==> config.mk <==
export PLATFORM = sky130hd
export DESIGN_NAME = sd_wb_slave_regs_flat
export DESIGN_NICKNAME = d
export VERILOG_FILES = /design/src/rtl/sd_wb_slave_regs_if.sv /design/src/rtl/sd_wb_slave_regs.sv /design/src/flat_wrapper.sv
export SDC_FILE = /design/constraint.sdc
export NUM_CORES = 1
export LEC_CHECK = 0
export CORE_UTILIZATION = 48
export DETAILED_ROUTE_END_ITERATION = 10
export GPL_TIMING_DRIVEN = 1
export PLACE_DENSITY = 0.85
export SYNTH_ARGS = -nofsm -noshare
export SYNTH_HDL_FRONTEND = slang
export SYNTH_SLANG_ARGS = --single-unit
==> constraint.sdc <==
create_clock -name CLK_I -period 4.9 [get_ports CLK_I]
set_input_delay 0.98 -clock CLK_I [delete_from_list [all_inputs] [get_ports CLK_I]]
set_output_delay 0.98 -clock CLK_I [all_outputs]
set_load 0.03 [all_outputs]
==> src/rtl/sd_wb_slave_regs_if.sv <==
// Wishbone B4 bus bundle between the system master and the SD controller slave.
// Signal names follow the controller's original (master-side) naming.
interface sd_wb_slave_regs_if #(
   parameter int DATA_W = 32
) ();
   logic              CYC_O;
   logic              STB_O;
   logic              WE_O;
   logic              SEL_O;
   logic [6:4]        ADR_O;
   logic [DATA_W-1:0] DAT_O;
   logic [2:0]        CTI_O;
   logic              ACK_I;
   logic              ERR_I;
   logic              RTY_I;
   logic [DATA_W-1:0] DAT_I;

   modport master (
      output CYC_O, STB_O, WE_O, SEL_O, ADR_O, DAT_O, CTI_O,
      input  ACK_I, ERR_I, RTY_I, DAT_I
   );

   // SEL_O is whole-word only, so the slave never looks at it.
   modport slave (
      input  CYC_O, STB_O, WE_O, ADR_O, DAT_O, CTI_O,
      output ACK_I, ERR_I, RTY_I, DAT_I
   );
endinterface

==> src/rtl/sd_wb_slave_regs.sv <==
// Wishbone slave for the SD controller: register bank, op handshake and
// read/write FIFO ports, with registered termination and constant-address bursts.
module sd_wb_slave_regs #(
   parameter int DATA_W = 32
) (
   input  logic              CLK_I,
   input  logic              RST_I,
   sd_wb_slave_regs_if.slave wb,
   output logic              oOpValid,
   output logic [DATA_W-1:0] oOpCode,
   output logic [DATA_W-1:0] oStartAddr,
   output logic [DATA_W-1:0] oEndAddr,
   input  logic              iOpAck,
   input  logic              iCtrlBusy,
   input  logic [DATA_W-1:0] iRdData,
   input  logic              iRdEmpty,
   output logic              oRdPop,
   output logic [DATA_W-1:0] oWrData,
   output logic              oWrPush,
   input  logic              iWrFull
);
   typedef enum logic [1:0] {S_IDLE, S_BURST, S_TERM} state_t;

   localparam logic [2:0] CTI_CONST = 3'b001;

   state_t            state_q, state_d;
   logic              ack_q, ack_d, err_q, err_d, rty_q, rty_d;
   logic              op_valid_q, op_valid_d, wr_push_q, wr_push_d;
   logic [DATA_W-1:0] dat_q, dat_d, op_code_q, op_code_d;
   logic [DATA_W-1:0] start_q, start_d, end_q, end_d, wr_data_q, wr_data_d;

   logic              req, we, dec_err, dec_rty, dec_ack;
   logic [2:0]        adr;
   logic [DATA_W-1:0] status;

   // Beat decode; TERM refuses requests so a stale STB after a classic ACK is ignored.
   always_comb begin
      adr     = wb.ADR_O;
      we      = wb.WE_O;
      req     = RST_I & wb.CYC_O & wb.STB_O & (state_q != S_TERM);
      dec_err = (adr == 3'd6) | (adr == 3'd7)
              | (we & ((adr == 3'd0) | (adr == 3'd4)))
              | (~we & (adr == 3'd5));
      dec_rty = ~dec_err & ((~we & (adr == 3'd4) & iRdEmpty)
                          | (we & (adr == 3'd5) & iWrFull)
                          | (we & (adr == 3'd1) & op_valid_q));
      dec_ack = ~dec_err & ~dec_rty;
      status  = {{(DATA_W-4){1'b0}}, iWrFull, iRdEmpty, iCtrlBusy, op_valid_q};
   end

   assign oRdPop = req & dec_ack & ~we & (adr == 3'd4);

   always_comb begin
      state_d    = state_q;
      ack_d      = req & dec_ack;
      err_d      = req & dec_err;
      rty_d      = req & dec_rty;
      dat_d      = dat_q;
      op_code_d  = op_code_q;
      start_d    = start_q;
      end_d      = end_q;
      op_valid_d = op_valid_q & ~iOpAck;
      wr_push_d  = req & dec_ack & we & (adr == 3'd5);
      wr_data_d  = wr_push_d ? wb.DAT_O : wr_data_q;

      if (req & dec_ack) begin
         if (we) begin
            case (adr)
               3'd1: begin
                  op_code_d  = wb.DAT_O;
                  op_valid_d = 1'b1;
               end
               3'd2:    start_d = wb.DAT_O;
               3'd3:    end_d   = wb.DAT_O;
               default: ;
            endcase
         end else begin
            case (adr)
               3'd0:    dat_d = status;
               3'd1:    dat_d = op_code_q;
               3'd2:    dat_d = start_q;
               3'd3:    dat_d = end_q;
               3'd4:    dat_d = iRdData;
               default: ;
            endcase
         end
      end

      // A burst continues only on CTI=001 beats that are ACKed.
      case (state_q)
         S_IDLE: begin
            if (req)
               state_d = (wb.CTI_O == CTI_CONST && dec_ack) ? S_BURST : S_TERM;
         end
         S_BURST: begin
            if (!wb.CYC_O)
               state_d = S_IDLE;
            else if (req && (wb.CTI_O != CTI_CONST || !dec_ack))
               state_d = S_TERM;
         end
         default: state_d = S_IDLE;
      endcase
   end

   always_ff @(posedge CLK_I) begin
      if (!RST_I) begin
         state_q    <= S_IDLE;
         ack_q      <= 1'b0;
         err_q      <= 1'b0;
         rty_q      <= 1'b0;
         op_valid_q <= 1'b0;
         wr_push_q  <= 1'b0;
         dat_q      <= '0;
         op_code_q  <= '0;
         start_q    <= '0;
         end_q      <= '0;
         wr_data_q  <= '0;
      end else begin
         state_q    <= state_d;
         ack_q      <= ack_d;
         err_q      <= err_d;
         rty_q      <= rty_d;
         op_valid_q <= op_valid_d;
         wr_push_q  <= wr_push_d;
         dat_q      <= dat_d;
         op_code_q  <= op_code_d;
         start_q    <= start_d;
         end_q      <= end_d;
         wr_data_q  <= wr_data_d;
      end
   end

   assign wb.ACK_I   = ack_q;
   assign wb.ERR_I   = err_q;
   assign wb.RTY_I   = rty_q;
   assign wb.DAT_I   = dat_q;
   assign oOpValid   = op_valid_q;
   assign oOpCode    = op_code_q;
   assign oStartAddr = start_q;
   assign oEndAddr   = end_q;
   assign oWrPush    = wr_push_q;
   assign oWrData    = wr_data_q;
endmodule

==> src/flat_wrapper.sv <==
// flat-port wrapper written by rule: the top's interface ports become plain ports
module sd_wb_slave_regs_flat 
#(
   parameter int DATA_W = 32
)
  (CLK_I, RST_I, oOpValid, oOpCode, oStartAddr, oEndAddr, iOpAck, iCtrlBusy, iRdData, iRdEmpty, oRdPop, oWrData, oWrPush, iWrFull, wb_CYC_O, wb_STB_O, wb_WE_O, wb_ADR_O, wb_DAT_O, wb_CTI_O, wb_ACK_I, wb_ERR_I, wb_RTY_I, wb_DAT_I);
  sd_wb_slave_regs_if #(.DATA_W(DATA_W)) wb_i ();
  input  logic CLK_I;
  input  logic RST_I;
  output logic oOpValid;
  output logic [DATA_W-1:0] oOpCode;
  output logic [DATA_W-1:0] oStartAddr;
  output logic [DATA_W-1:0] oEndAddr;
  input  logic iOpAck;
  input  logic iCtrlBusy;
  input  logic [DATA_W-1:0] iRdData;
  input  logic iRdEmpty;
  output logic oRdPop;
  output logic [DATA_W-1:0] oWrData;
  output logic oWrPush;
  input  logic iWrFull;
  input wire logic [$bits(wb_i.CYC_O)-1:0] wb_CYC_O;
  input wire logic [$bits(wb_i.STB_O)-1:0] wb_STB_O;
  input wire logic [$bits(wb_i.WE_O)-1:0] wb_WE_O;
  input wire logic [$bits(wb_i.ADR_O)-1:0] wb_ADR_O;
  input wire logic [$bits(wb_i.DAT_O)-1:0] wb_DAT_O;
  input wire logic [$bits(wb_i.CTI_O)-1:0] wb_CTI_O;
  output wire logic [$bits(wb_i.ACK_I)-1:0] wb_ACK_I;
  output wire logic [$bits(wb_i.ERR_I)-1:0] wb_ERR_I;
  output wire logic [$bits(wb_i.RTY_I)-1:0] wb_RTY_I;
  output wire logic [$bits(wb_i.DAT_I)-1:0] wb_DAT_I;
  assign wb_i.CYC_O = wb_CYC_O;
  assign wb_i.STB_O = wb_STB_O;
  assign wb_i.WE_O = wb_WE_O;
  assign wb_i.ADR_O = wb_ADR_O;
  assign wb_i.DAT_O = wb_DAT_O;
  assign wb_i.CTI_O = wb_CTI_O;
  assign wb_ACK_I = wb_i.ACK_I;
  assign wb_ERR_I = wb_i.ERR_I;
  assign wb_RTY_I = wb_i.RTY_I;
  assign wb_DAT_I = wb_i.DAT_I;
  sd_wb_slave_regs #(.DATA_W(DATA_W)) u_core (.CLK_I(CLK_I), .RST_I(RST_I), .wb(wb_i), .oOpValid(oOpValid), .oOpCode(oOpCode), .oStartAddr(oStartAddr), .oEndAddr(oEndAddr), .iOpAck(iOpAck), .iCtrlBusy(iCtrlBusy), .iRdData(iRdData), .iRdEmpty(iRdEmpty), .oRdPop(oRdPop), .oWrData(oWrData), .oWrPush(oWrPush), .iWrFull(iWrFull));
endmodule
==> results of run 1 <==
==> synthesized netlist by cell type, drive strengths merged (2+ instances only) <==
cell	instances	area, um2
dfxtp	167	3340
nand2	163	612
mux2i	129	1290
a22oi	56	420
clkbuf	41	154
a21oi	33	165
a311oi	32	280
buf	22	210
inv	5	18.8
nor3	5	52.6
o21ai	5	25.0
a221oi	4	35.0
a22o	4	35.0
nor2b	4	25.0
nor3b	4	30.0
and3	3	18.8
nor2	3	11.3
nand2b	2	12.5
nand3b	2	15.0
o21a	2	15.0
==> worst max-delay path: stages <==
cell             delay, ns
clkdlybuf4s50_1       0.56
or4_4                 0.60
o211ai_1              0.13
and3_1                0.31
clkdlybuf4s50_1       0.74
==> how the worst min path moves through the flow <==
stage,startpoint,to,slack [ns],cells past startpoint
2_1_floorplan,u_core.state_q[0]$_SDFFE_PN0P_,u_core.state_q[1]$_SDFFE_PN0P_,0.44,1
3_3_place_gp,u_core.oWrData[0]$_SDFFE_PN0P_,u_core.oWrData[0]$_SDFFE_PN0P_,0.44,2
3_5_place_dp,u_core.oWrData[17]$_SDFFE_PN0P_,u_core.oWrData[17]$_SDFFE_PN0P_,0.45,2
4_1_cts,u_core.oWrData[15]$_SDFFE_PN0P_,u_core.oWrData[15]$_SDFFE_PN0P_,0.46,2
5_1_grt,u_core.oWrData[3]$_SDFFE_PN0P_,u_core.oWrData[3]$_SDFFE_PN0P_,0.48,2
6_report,u_core.oWrData[6]$_SDFFE_PN0P_,u_core.oWrData[6]$_SDFFE_PN0P_,0.46,2
==> logic make-up after synthesis <==
kind of cell / Yosys count / synth area share
AO/OA/AOI/OAI: 142 / 0.150
buffers and inverters: 68 / 0.0559
flip-flops: 167 / 0.488
multiplexers: 129 / 0.188
AND/OR/NAND/NOR: 190 / 0.118
==> cells in the final DEF, fill, tap and decap left out, drive strengths merged, types with 2 or more instances in the layout <==
cell / n
a21oi: 33
a221oi: 4
a22o: 4
a22oi: 56
a311oi: 32
and3: 3
buf: 17
bufinv: 2
clkbuf: 21
clkdlybuf4s50: 243
clkinv: 3
clkinvlp: 2
dfxtp: 167
inv: 6
mux2i: 129
nand2: 163
nand2b: 2
nand3b: 2
nor2: 3
nor2b: 4
nor3: 5
nor3b: 4
o21a: 2
o21ai: 5
==> registers in the layout, indices dropped and copies added (netlist names) <==
name and cells:
u_core.wb.RTY_I 1, u_core.wb.ACK_I 1, u_core.oWrData 32, u_core.oOpValid 1, u_core.wb.DAT_I 32, u_core.wb.ERR_I 1
u_core.oEndAddr 32, u_core.oStartAddr 32, u_core.oWrPush 1, u_core.state_q 2, u_core.oOpCode 32
==> report_power, final <==
part           switching [W]  internal (W)
Sequential        0.00000547       0.00137
Combinational       0.000130     0.0000985
Clock               0.000528      0.000781
Total               0.000663       0.00225
==> metal layers <==
metal / share of wire / vias to the layer above
met2: 0.46 / 284
met1: 0.43 / 3067
met5: 0 / -
li1: - / 2918
met3: 0.080 / 47
met4: 0.032 / 0
==> area by class of cell <==
class | instances | share of cell area
Timing Repair Buffer | 260 | 0.261
Clock buffer | 21 | 0.0475
Multi-Input combinational cell | 461 | 0.319
Sequential cell | 167 | 0.338
Tap cell | 180 | 0.0228
Clock inverter | 8 | 0.00999
Inverter | 5 | 0.00190
==> through the flow <==
step	total power [W]	cells
global route	0.00299	1102
detailed placement	0.00163	1073
floorplan	0.00151	696
global placement	0.00163	1073
finish	0.00291	1102
CTS	0.00292	1102
==> metrics.md, run 1 <==
| Metric | Value |
|---|---|
| Core Area | 0.0139 mm2 |
| Achievable Freq | 232 MHz |
| Ant. Diodes | 0 |
| MaxCap Viol Count | 0 |
| Final WS setup | 0.592 ns |
| RSZ-0062 raised after global routing | false |
| Setup TNS Final | 0 ns |
| Crit Path Category | input port to output port |
| Register area | 0.00334 mm2 |
| GRT met3 Usage | 0.0752 |
| # DRC | 0 |
| Layout cells sized above 1 | 0.0575 |
| Ys Warns | 0 |
| CP arrival | 3.33 ns |
| Max-slew headroom | 0.170 |
| Most used routing layer in global routing | met2 |
| Htree depth | 4 |
| DR vias | 6316 |
| RR Startpoint | u_core.oOpValid$_SDFF_PN0_ |
| Post-CTS Setup Inserts | 0 |
| Register area share after synthesis | 0.488 |
| Final hold slack | 0.460 ns |
| Clk_lat worst skew | 0.42 ns |
| Worst Path Max Fanout | 10 |
| Die width | 122 um |
| Startpoint Class | input port |
| Die height | 122 um |
| Initial detailed-routing violation count | 480 |
| Synthesized instance count | 696 |
| Final HPWL DP | 14200 um |
| Post-CTS Hold Fix Bufs | 0 |
| Critical path endpoint category | output port |
| Multi-input gate area in the final layout | 0.00316 mm2 |
| Design area | 0.00990 mm2 |
| Total CTS buffers | 17 |
| R2R depth | 5 |
| M1 GR Usage | 0.376 |
| Pre-CTS setup slack | 0.630 ns |
| Static leakage | 3.20 nW |
| Async SR Flop Fraction | 0 |
| Hold Fails Final Rpt | 0 |
| Via density | 5.73 |
| Ports | 245 |
| Synth Cell Area | 0.00686 mm2 |
| RR Endpoint | u_core.oWrData[0]$_SDFFE_PN0P_ |
| Global-route wire length before repair | 32600 um |
| Tot GR Track Use | 0.292 |
| Starting Density | 0.494 |
| VDD IR-drop max | 0.242 mV |
| CP endpoint | oRdPop |
| R2r setup slk | 2.65 ns |
| Total iterations of the first detailed-routing run | 5 |
| Root Driver | clkbuf_16 |
| Gp weighted congestion | 0.905 |
| WL final | 21800 um |
| Number of global-route vias before repair | 5833 |
| Post-route ant nets | 0 |
| Input/output buffers | 244 |
| Placed inst area | 0.00933 mm2 |
| Worst hold path class | register to register |
| Cell Rows | 43 |
| Post-layout util | 0.713 |
| Min Tclk post-route | 4.31 ns |
| Post-synth EDFFs | 0 |
| Required time of the critical path | 3.92 ns |
| Initial antenna violation count | 0 |
| WL/cell | 19.8 um |
| Worst Setup SP | wb_ADR_O[1] |
| Yosys cell types | 36 |
| Worst-path clk slew | 0.06 ns |
| Die area | 0.0148 mm2 |
| Fillers | 1038 |
| Layout overhead on the synthesized area | 44.4% |
| GRT Residual Overflow | 0 |
| Worst Skew | 0.00637 ns |
| Synth Register Bits | 167 |
| Outcome | finished, final reports clean |
| Power Density | 294 mW/mm2 |
| Syn nets | 775 |
| Max-slew violations | 0 |
| CTS tree | done |
| CTS Sinks | 167 |
| Met2 Usage GRT | 0.458 |
| Slew @ Worst Pin | 1.24 ns |
| Post-CTS Resized | 0 |
| Final Cycle Share | 0.879 |
| Clk buf depth | 2 |
| Largest net degree at the start of global routing | 165 |
| Ys flop type | dfxtp_1 |
| Mean Syn Cell Area | 9.85 um2 |
| Post-layout nets | 991 |
| Final Setup Violations | 0 |
Note: power is estimated with default switching activity, not from simulation.
==> run 2, diff against run 1 <==
--- a/config.mk
+++ b/config.mk
@@ -5,10 +5,11 @@
 export SDC_FILE = /design/constraint.sdc
 export NUM_CORES = 1
 export LEC_CHECK = 0
-export CORE_UTILIZATION = 48
+export CORE_UTILIZATION = 41
 export DETAILED_ROUTE_END_ITERATION = 10
 export GPL_TIMING_DRIVEN = 1
-export PLACE_DENSITY = 0.85
+export PLACE_DENSITY = 0.77
+export RECOVER_POWER = 100
 export SYNTH_ARGS = -nofsm -noshare
 export SYNTH_HDL_FRONTEND = slang
 export SYNTH_SLANG_ARGS = --single-unit
==> constraint.sdc (replaced) <==
create_clock -name CLK_I -period 3.5 [get_ports CLK_I]
set_input_delay 0.7 -clock CLK_I [delete_from_list [all_inputs] [get_ports CLK_I]]
set_output_delay 0.7 -clock CLK_I [all_outputs]
set_load 0.03 [all_outputs]
==> run 2 against run 1 <==
  * Combinational power is 37% higher
  * Global-route usage is 4.1 points lower
  * Non-clock buffer count increased by 6
  * Die area rose by 17%
  * Largest cell class unchanged
  * Total power up 40%
  * Critical path type unchanged
==> metrics.md, run 2 (synthesis gave the netlist of run 1 again) <==
| Metric | Value |
|---|---|
| Via density | 5.40 |
| Worst Skew | 0.00682 ns |
| Design area | 0.00993 mm2 |
| Die area | 0.0172 mm2 |
| Die width | 131 um |
| Final WS setup | 0.250 ns |
| Placed inst area | 0.00943 mm2 |
| Post-CTS Setup Inserts | 0 |
| Worst hold path class | register to register |
| RR Endpoint | u_core.oEndAddr[20]$_SDFFE_PN0P_ |
| Final Cycle Share | 0.929 |
| WL final | 21700 um |
| Slew @ Worst Pin | 1.00 ns |
| Post-route ant nets | 0 |
| Final Power | 0.00407 W |
| Most used routing layer in global routing | met2 |
| Logic pwr share | 0.077 |
| Switching pwr | 0.000959 W |
| Initial antenna violation count | 0 |
| CP max-delay cell | dlygate4sd3_1 |
| Crit Path Category | input port to output port |
| Met2 Usage GRT | 0.403 |
| Critical path endpoint category | output port |
| Post-CTS Hold Fix Bufs | 0 |
| Power Density | 410 mW/mm2 |
| Post-CTS Resized | 0 |
| Worst-path clk slew | 0.07 ns |
| Sequential share of power | 0.472 |
| Startpoint Class | input port |
| CP arrival | 2.55 ns |
| GRT Residual Overflow | 0 |
| # DRC | 0 |
| Final HPWL DP | 14600 um |
| Tot GR Track Use | 0.251 |
| Min Tclk post-route | 3.25 ns |
| GRT met3 Usage | 0.0590 |
| Layout cells sized above 1 | 0.0581 |
| Pre-CTS setup slack | 0.373 ns |
| Sw Share | 0.236 |
| R2R depth | 5 |
| Crit-path cells | dlygate4sd3_1, or4_1, o211ai_1, and3_1, clkbuf_2 |
| Ports | 245 |
| Most frequent cells in the layout | dlygate4sd3_1, dfxtp_1, nand2_1 |
| Input/output buffers | 244 |
| Hold_sp | u_core.oWrData[24]$_SDFFE_PN0P_ |
| Int Pwr | 0.00311 W |
| Initial detailed-routing violation count | 367 |
| Largest net degree at the start of global routing | 165 |
| R2r setup slk | 1.28 ns |
| MaxCap Viol Count | 0 |
| Total CTS buffers | 17 |
| Final Setup Violations | 0 |
| Max-slew headroom | 0.331 |
| RR Startpoint | u_core.oOpValid$_SDFF_PN0_ |
| DR vias | 6181 |
| CTS tree | done |
| Clk_lat worst skew | 0.43 ns |
| RSZ-0062 raised after global routing | false |
| Core Area | 0.0161 mm2 |
| Root Driver | clkbuf_16 |
| Slowest stage delay, CP | 0.66 ns |
| Static leakage | 3.78 nW |
| Layout overhead on the synthesized area | 44.8% |
| CP endpoint | oRdPop |
| Max-slew violations | 0 |
| Outcome | finished, final reports clean |
| Global-route wire length before repair | 33600 um |
| Worst Setup SP | wb_ADR_O[0] |
| Cell Rows | 46 |
| Die height | 131 um |
| Hold Fails Final Rpt | 0 |
| Post-layout nets | 997 |
| Clk pwr share | 0.451 |
| Setup TNS Final | 0 ns |
| Htree depth | 4 |
| Worst Path Max Fanout | 9 |
| Clk buf depth | 2 |
| Ant. Diodes | 0 |
| Achievable Freq | 308 MHz |
| WL/cell | 18.9 um |
| VDD IR-drop max | 0.339 mV |
| CTS Sinks | 167 |
| Gp weighted congestion | 0.805 |
| Required time of the critical path | 2.80 ns |
| Number of global-route vias before repair | 5917 |
| Total iterations of the first detailed-routing run | 5 |
| M1 GR Usage | 0.321 |
| Starting Density | 0.425 |
-- run 2: per-stage QoR --
step / hold slack, ns / util / cells
detailed placement: 0.447 / 0.585 / 1115
global route: 0.478 / 0.616 / 1145
CTS: 0.460 / 0.620 / 1145
global placement: 0.443 / 0.585 / 1115
finish: 0.456 / 0.616 / 1145
floorplan: 0.438 / - / 696
-- run 2: critical path: cells and delay by family --
| family | cells | cell delay, ns |
|---|---|---|
| simple gates | 2 | 0.79 |
| buf+inv | 2 | 0.92 |
| compound gates | 1 | 0.13 |
-- run 2: power by group through the flow --
stage,clock network (W),registers [W],logic (W)
6_report,0.00184,0.00192,0.000312
5_1_grt,0.00194,0.00192,0.000335
4_1_cts,0.00186,0.00192,0.000320
3_5_place_dp,0,0.00196,0.000319
3_3_place_gp,0,0.00196,0.000318
2_1_floorplan,0,0.00199,0.000130
-- run 2: metal layers --
layer | share of wire | vias to the layer above
li1 | - | 2936
met1 | 0.44 | 2981
met5 | 0 | -
met2 | 0.46 | 230
met3 | 0.066 | 34
met4 | 0.028 | 0
-- run 2: worst min-delay path by stage --
stage | to | slack [ns] | cells after the start
6_report | u_core.oWrData[24]$_SDFFE_PN0P_ | 0.46 | 2
3_5_place_dp | u_core.oWrData[19]$_SDFFE_PN0P_ | 0.45 | 2
2_1_floorplan | u_core.state_q[1]$_SDFFE_PN0P_ | 0.44 | 1
3_3_place_gp | u_core.oWrData[8]$_SDFFE_PN0P_ | 0.44 | 2
4_1_cts | u_core.oWrData[19]$_SDFFE_PN0P_ | 0.46 | 2
5_1_grt | u_core.oWrData[14]$_SDFFE_PN0P_ | 0.48 | 2
-- run 2: final cells by class --
cell class	instances	area (um2)
clock buffers	19	443
clock inverters	11	126
fillers	1372	6190
inverters	5	18.8
multi-input cells	461	3120
flip-flops and latches	167	3340
well taps	216	270
repair buffers	266	2610
